--- src/rtl/riscv_skid_stage_pkg.sv ---
// rtl/riscv_skid_stage_pkg.sv - shared riscv configuration: XLEN and skid stage state encodings
`ifndef XLEN
`define XLEN 32
`endif

package riscv_skid_stage_pkg;

    localparam int XLEN = `XLEN;

    localparam logic [1:0] SKID_EMPTY = 2'd0;
    localparam logic [1:0] SKID_BUSY  = 2'd1;
    localparam logic [1:0] SKID_FULL  = 2'd2;

    typedef enum logic [1:0] {
        ST_EMPTY = SKID_EMPTY,
        ST_BUSY  = SKID_BUSY,
        ST_FULL  = SKID_FULL
    } skid_state_t;

endpackage

--- src/rtl/riscv_skid_stage.sv ---
// rtl/riscv_skid_stage.sv - two-entry skid buffer with registered ready/valid and synchronous flush
`ifndef XLEN
`define XLEN 32
`endif

module riscv_skid_stage
    import riscv_skid_stage_pkg::*;
#(
    parameter int               WIDTH        = `XLEN,
    parameter logic [WIDTH-1:0] RESET_DATA   = '0,
    parameter bit               FLUSH_CLEARS = 1'b0
) (
    input  logic             i_clk,
    input  logic             i_rst,
    input  logic             i_flush,
    input  logic             i_s_valid,
    output logic             o_s_ready,
    input  logic [WIDTH-1:0] i_s_data,
    output logic             o_m_valid,
    input  logic             i_m_ready,
    output logic [WIDTH-1:0] o_m_data,
    output logic [1:0]       o_count
);

    skid_state_t      state_q;
    skid_state_t      state_d;
    logic [WIDTH-1:0] main_q;
    logic [WIDTH-1:0] skid_q;

    logic xfer_in;
    logic xfer_out;
    logic main_load;
    logic main_from_skid;
    logic skid_load;
    logic clear_data;

    // Handshake outputs decode only the state register, so ready never sees i_m_ready.
    assign o_s_ready = (state_q != ST_FULL);
    assign o_m_valid = (state_q != ST_EMPTY);
    assign o_m_data  = main_q;
    assign o_count   = state_q;

    assign xfer_in  = i_s_valid & o_s_ready;
    assign xfer_out = o_m_valid & i_m_ready;

    always_comb begin
        state_d        = state_q;
        main_load      = 1'b0;
        main_from_skid = 1'b0;
        skid_load      = 1'b0;
        clear_data     = 1'b0;
        if (i_flush) begin
            state_d    = ST_EMPTY;
            clear_data = FLUSH_CLEARS;
        end else begin
            unique case (state_q)
                ST_EMPTY: begin
                    if (xfer_in) begin
                        state_d   = ST_BUSY;
                        main_load = 1'b1;
                    end
                end
                ST_BUSY: begin
                    if (xfer_in && xfer_out) begin
                        main_load = 1'b1;
                    end else if (xfer_in) begin
                        state_d   = ST_FULL;
                        skid_load = 1'b1;
                    end else if (xfer_out) begin
                        state_d = ST_EMPTY;
                    end
                end
                ST_FULL: begin
                    if (xfer_out) begin
                        state_d        = ST_BUSY;
                        main_load      = 1'b1;
                        main_from_skid = 1'b1;
                    end
                end
                default: state_d = ST_EMPTY;
            endcase
        end
    end

    always_ff @(posedge i_clk or posedge i_rst) begin
        if (i_rst) begin
            state_q <= ST_EMPTY;
            main_q  <= RESET_DATA;
            skid_q  <= RESET_DATA;
        end else begin
            state_q <= state_d;
            if (clear_data) begin
                main_q <= RESET_DATA;
                skid_q <= RESET_DATA;
            end else begin
                if (main_load) begin
                    main_q <= main_from_skid ? skid_q : i_s_data;
                end
                if (skid_load) begin
                    skid_q <= i_s_data;
                end
            end
        end
    end

endmodule

--- config.mk ---
export PLATFORM = sky130hd
export DESIGN_NAME = riscv_skid_stage
export DESIGN_NICKNAME = d
export VERILOG_FILES = /design/src/rtl/riscv_skid_stage_pkg.sv /design/src/rtl/riscv_skid_stage.sv
export SDC_FILE = /design/constraint.sdc
export NUM_CORES = 1
export LEC_CHECK = 0
export ABC_AREA = 1
export BUFFER_PORTS_ARGS = -buffer_cell sky130_fd_sc_hd__buf_2
export CORE_MARGIN = 8
export CORE_UTILIZATION = 30
export DETAILED_ROUTE_END_ITERATION = 6
export SETUP_SLACK_MARGIN = 0.05
export SLEW_MARGIN = 20
export SYNTH_ARGS = -nofsm -noshare
export SYNTH_HDL_FRONTEND = slang
export SYNTH_SLANG_ARGS = --single-unit
--- constraint.sdc ---
create_clock -name i_clk -period 5.47 [get_ports i_clk]
set_clock_uncertainty 0.2 [all_clocks]
set_input_delay 1.641 -clock i_clk [delete_from_list [all_inputs] [get_ports i_clk]]
set_output_delay 1.641 -clock i_clk [all_outputs]
set_load 0.05 [all_outputs]
==> impl_metrics.tcl, run 1 <==
set metrics [dict create \
    synthMuxAreaShare_pct 0 \
    min_path_type "register to register" \
    slew_headroom_pct 42.4 \
    drcViolationCount 0 \
    dp_hpwl_um 5530 \
    p_total_mw 1.51 \
    synth.largest_area_cell "dfrtp_1" \
    gp_congestion 0.763 \
    post_cts_resized 0 \
    io_pins 73 \
    clk_pin_slew_worst_paths_ns 0.07 \
    drtPass1Iterations 4 \
    grt_pass1_wl_um 13900 \
    cellPowerDensity_nw_per_um2 413 \
    setup_viol 0 \
    drt-initial-drc-count 182 \
    cts_setup_buffers 0 \
    insertion_delay_ns 0.35 \
    drv_cap 0 \
    grt_max_degree 37 \
    synthTopCellsByArea "dfrtp_1 53%, nand2_1 32%, nand3_1 5.8%" \
    antenna_cells 0 \
    synth_top_family_by_area "simple AND/OR/NAND/NOR gates" \
    cts_tree "yes" \
    yosysUniqueCellTypes 17 \
    root_buffer "clkbuf_8" \
    ys_seq_elements 66 \
    rsz0062_at_grt "false" \
    final_common_cell "nand2_1" \
    routed-via-count 2706 \
    grt_pass1_vias 2642 \
    start_util_pct 30.6 \
    cts_buffers 9 \
    die_y_um 118 \
    antenna_found_initial 0 \
    synthXorXnorAreaFrac_pct 0 \
    cp-end-kind "register" \
    critPathArrivalTime_ns 3.37 \
    grtUsageTotal_pct 12.4 \
    ctsHoldBuffers 0 \
    slew_viol_final 0 \
    clock_path_buffers 2 \
    ant_nets 0 \
    ir_worst_vdd_mv 0.119 \
    worstMarginPinSlew_ns 0.862 \
    synth_area_per_cell_um2 7.63 \
    rows 37 \
    worstPathRequired_ns 5.50 \
    syn_inst 408 \
    hold_viol_final 0 \
    ys_warn_count 0 \
    avgRoutedWirePerCell_um 13.9 \
    wl_met1_um 3810 \
    layout-drive-gt1-share_pct 21.1 \
    timing.final.ws_setup_ns 2.13 \
    p_leak_nw 2.12 \
    status "complete, no violations" \
    die_area_um2 13900 \
    critPathKind "input port to register" \
    routed-wl-met2_um 3980 \
    instances_no_fill 610 \
    synthAdderAreaFrac_pct 0 \
    post-place-ws_ns 1.75 \
    cp_slowest_cell "inv_2" \
    holdWs_ns 0.273 \
    die_x_um 118 \
    synth_compound_area_share_pct 0.281 \
    routed_wl_um 8480 \
    gr-total-overflow 0 \
    coreArea_um2 10200 \
    min_period_over_period_pct 61.1 \
    dp_cells 595 \
    top_layer "met4" \
    mostFrequentLayoutCells "264 x nand2_1, 72 x buf_2, 66 x dfrtp_1" \
    port_buffers 72 \
    tns_ns 0 \
    fin_crit_ns 3.34 \
    syn-num-nets 445 \
    startpoint_type "input port" \
    worstPathCellList "buf_2 -> inv_2 -> nand2_2 -> nand3_4 -> inv_2 -> nand2_1 -> nand2_1" \
    via_per_inst 4.44 \
    timing.fmax_mhz 299 \
    met3WireLength_um 593 \
    mappedNetlistArea_um2 3110 \
    nets 507 \
    yosys.area_share.simple_pct 40.7 \
    htreeDepth 3 \
    max_stage_delay_ns 0.51 \
    crit_path_max_fanout 36 \
    synth.top_cell.area_share_pct 53.0 \
    synthToLayoutAreaGrowth_pct 17.6 \
    seq_area_frac_synth_pct 53.0 \
    clock_sinks 66 \
]
[worst paths after layout]
| kind | from | end | slack (ns) | cells past startpoint |
|---|---|---|---|---|
| max | i_m_ready | o_m_data[19]$_DFFE_PP0P_ | 2.13 | 7 |
| min | o_m_data[25]$_DFFE_PP0P_ | o_m_data[25]$_DFFE_PP0P_ | 0.27 | 2 |
| max reg2reg | o_count[1]$_DFFE_PP0P_ | skid_q[25]$_DFFE_PP0P_ | 3.10 | 6 |
| min reg2reg | o_m_data[25]$_DFFE_PP0P_ | o_m_data[25]$_DFFE_PP0P_ | 0.27 | 2 |
| max in group asynchronous | i_rst | o_m_data[29]$_DFFE_PP0P_ | 2.93 | 3 |
| min in group asynchronous | i_rst | o_m_data[22]$_DFFE_PP0P_ | 1.21 | 2 |
[layout make-up]
class	count	area, um^2
well taps	136	170
fillers	1085	6520
multi-input cells	313	1270
clock buffers	12	155
inverters	7	26.3
clock inverters	3	15.0
flip-flops and latches	66	1650
repair buffers	73	368
[critical path: cells and delay by family]
kind                   cells  cell delay (ns)
buffers and inverters      3             0.98
AND/OR/NAND/NOR            4             0.72
[where the power goes]
part / switching (mW) / internal (mW) / leakage (nW)
combinational: 0.345 / 0.111 / 1.20
clock: 0.180 / 0.185 / 0.0920
sequential: 0.0744 / 0.619 / 0.828
[cell families after synthesis]
group                  count (synthesis)
AO/OA/AOI/OAI                          1
flip-flops                            66
AND/OR/NAND/NOR                      312
buffers and inverters                 29
[metal layers]
metal	up-vias	GRT usage [%]
li1	1371	-
met1	1266	15.4
met2	61	18.9
met3	8	4.32
met4	0	6.00
met5	-	0
[sequential cells by signal (all words and copies together) (netlist names)]
register / cells
skid_q: 32
o_m_data: 32
o_count: 2
[per-stage QoR]
stage	instance area (um^2)	utilization (%)
detailed placement	3490	34.3
global route	3660	35.9
finish	3660	35.9
CTS	3660	35.9
global placement	3490	34.3
floorplan	3110	-
[synth_stat cells (all sizes together)]
cell type and instances:
inv 7, clkbuf 3, buf 19, o21ai 1, nand2 267, dfrtp 66, nand3 38, nor2 6
nand4 1
Power figures use the tool's default switching activity.
==> run 2: changes to the inputs <==
clock period = 3.2 ns   (was 5.47 ns; I/O delays follow)
==> run 2 against run 1 <==
  * Sequential share of layout area is 1.0 points lower
  * Non-clock buffer count is 5 higher
  * Via count increased by 0.89%
  * Register-to-register slack worse by 1.9 ns
  * Largest power group unchanged
  * Final cell count grew 0.82%
  * Total power rose by 77%
  * Die area unchanged
  * Worst hold slack lost 0.00076 ns
  * Clock-buffer cell count increased by 1
==> impl_metrics.tcl, run 2 (synthesized netlist as in run 1, its figures left out) <==
set metrics [dict create \
    slew_headroom_pct 49.2 \
    layout-drive-gt1-share_pct 21.9 \
    p_int_mw 1.67 \
    top_layer "met5" \
    tns_ns 0 \
    startpoint_type "register" \
    port_buffers 72 \
    antenna_found_initial 3 \
    cts_setup_buffers 0 \
    critPathArrivalTime_ns 1.30 \
    drv_cap 0 \
    wl_met1_um 3900 \
    nets 512 \
    synthToLayoutAreaGrowth_pct 20.2 \
    drcViolationCount 0 \
    grt_pass1_vias 2815 \
    combPwrFrac_pct 28.9 \
    clock_sinks 66 \
    crit_family "flip-flops" \
    rsz0062_at_grt "false" \
    r2r-start "o_count[1]$_DFFE_PP0P_" \
    routed_wl_um 8130 \
    min_path_cells 2 \
    root_buffer "clkbuf_8" \
    clock_path_buffers 2 \
    met3WireLength_um 450 \
    drtPass1Iterations 4 \
    gp_congestion 0.759 \
    setup_viol 0 \
    worstReg2RegEnd "o_m_data[27]$_DFFE_PP0P_" \
    switching_share_pct 37.6 \
    cts_tree "yes" \
    nFillCells 1101 \
    grtUsageTotal_pct 12.4 \
    die_x_um 118 \
    hp-start "skid_q[6]$_DFFE_PP0P_" \
    dp_cells 600 \
    cp_slowest_cell "dfrtp_1" \
    antenna_cells 0 \
    grt_max_degree 67 \
    critPathKind "register to output pin" \
    cts_buffers 9 \
    p_clk_share_pct 27.1 \
    cp-end-kind "output pin" \
    ant_nets 0 \
    mostFrequentLayoutCells "264 x nand2_1, 72 x buf_2, 66 x dfrtp_1" \
    via_per_inst 4.44 \
    min_path_type "register to register" \
    cellPowerDensity_nw_per_um2 716 \
    post_cts_resized 0 \
    p_sw_mw 1.01 \
    r2r_setup_slack_ns 1.25 \
    avgRoutedWirePerCell_um 13.2 \
    timing.final.ws_setup_ns 0.736 \
    routed-via-count 2730 \
    p_leak_nw 2.17 \
    post-place-ws_ns 0.718 \
    drt-initial-drc-count 212 \
    cp_num_buf_inv 2 \
    gr-total-overflow 0 \
    ir_worst_vdd_mv 0.248 \
    r2r_cells 6 \
    crit_path_max_fanout 9 \
    regArea_um2 1650 \
    start_util_pct 30.6 \
    slew_viol_final 0 \
    instances_no_fill 615 \
    hold-path-endpoint "skid_q[6]$_DFFE_PP0P_" \
    coreArea_um2 10200 \
    worstPathRequired_ns 2.04 \
    ctsHoldBuffers 0 \
    worstMarginPinSlew_ns 0.760 \
    rows 37 \
    grt_pass1_wl_um 14000 \
    hold_viol_final 0 \
    routed-wl-met2_um 3600 \
    min_period_over_period_pct 77.0 \
    multiInputGateArea_um2 1270 \
    timing.fmax_mhz 406 \
    io_pins 73 \
    fin_crit_ns 2.46 \
    dp_hpwl_um 5450 \
    status "complete, no violations" \
    clk_pin_slew_worst_paths_ns 0.07 \
    final_common_cell "nand2_1" \
    holdWs_ns 0.272 \
    die_y_um 118 \
    die_area_um2 13900 \
    worstPathCellList "inv_2 -> nand2_2 -> buf_2" \
    insertion_delay_ns 0.34 \
    seqPwrFrac_pct 44.0 \
    max_stage_delay_ns 0.53 \
    htreeDepth 3 \
]
[run 2: area by class of cell]
type                    count  share of cell area [%]
flip-flops and latches     66                    44.1
multi-input cells         313                    34.0
repair buffers             78                    11.2
well taps                 136                    4.54
clock buffers              13                    4.51
clock inverters             2                   0.936
inverters                   7                   0.702
[run 2: power groups by stage]
stage,Combinational [mW],Sequential [mW],Clock (mW)
finish,0.774,1.18,0.727
global route,0.853,1.21,0.786
CTS,0.788,1.18,0.747
detailed placement,0.786,1.19,0
global placement,0.775,1.19,0
floorplan,0.278,1.49,0
[run 2: worst max-delay path by stage]
stage                           start  slack [ns]                        to  depth (start not counted)
2_1_floorplan                   i_rst        0.39    o_count[0]$_DFFE_PP0P_                          1
3_3_place_gp                i_m_ready        0.75  o_m_data[27]$_DFFE_PP0P_                          7
3_5_place_dp                i_m_ready        0.72  o_m_data[27]$_DFFE_PP0P_                          7
4_1_cts        o_count[1]$_DFFE_PP0P_        0.72                 o_m_valid                          3
5_1_grt        o_count[1]$_DFFE_PP0P_        0.64                 o_m_valid                          3
6_report       o_count[1]$_DFFE_PP0P_        0.74                 o_m_valid                          3
[run 2: metrics by stage]
step	utilization, %	power (mW)	instance area [um^2]
floorplan	-	1.77	3110
global placement	34.8	1.97	3540
detailed placement	34.8	1.98	3540
CTS	36.8	2.71	3740
global route	36.8	2.85	3740
finish	36.8	2.68	3740
[run 2: worst reg2reg max path: cells and delay by family (launching register included)]
kind             cells  cell delay [ns]
AND/OR/NAND/NOR      6             1.16
flip-flops           1             0.53
[run 2: metal layers]
metal,vias to the layer above,track usage (%)
met4,6,5.60
met1,1271,15.4
li1,1377,-
met5,-,0
met2,59,19.1
met3,17,4.22
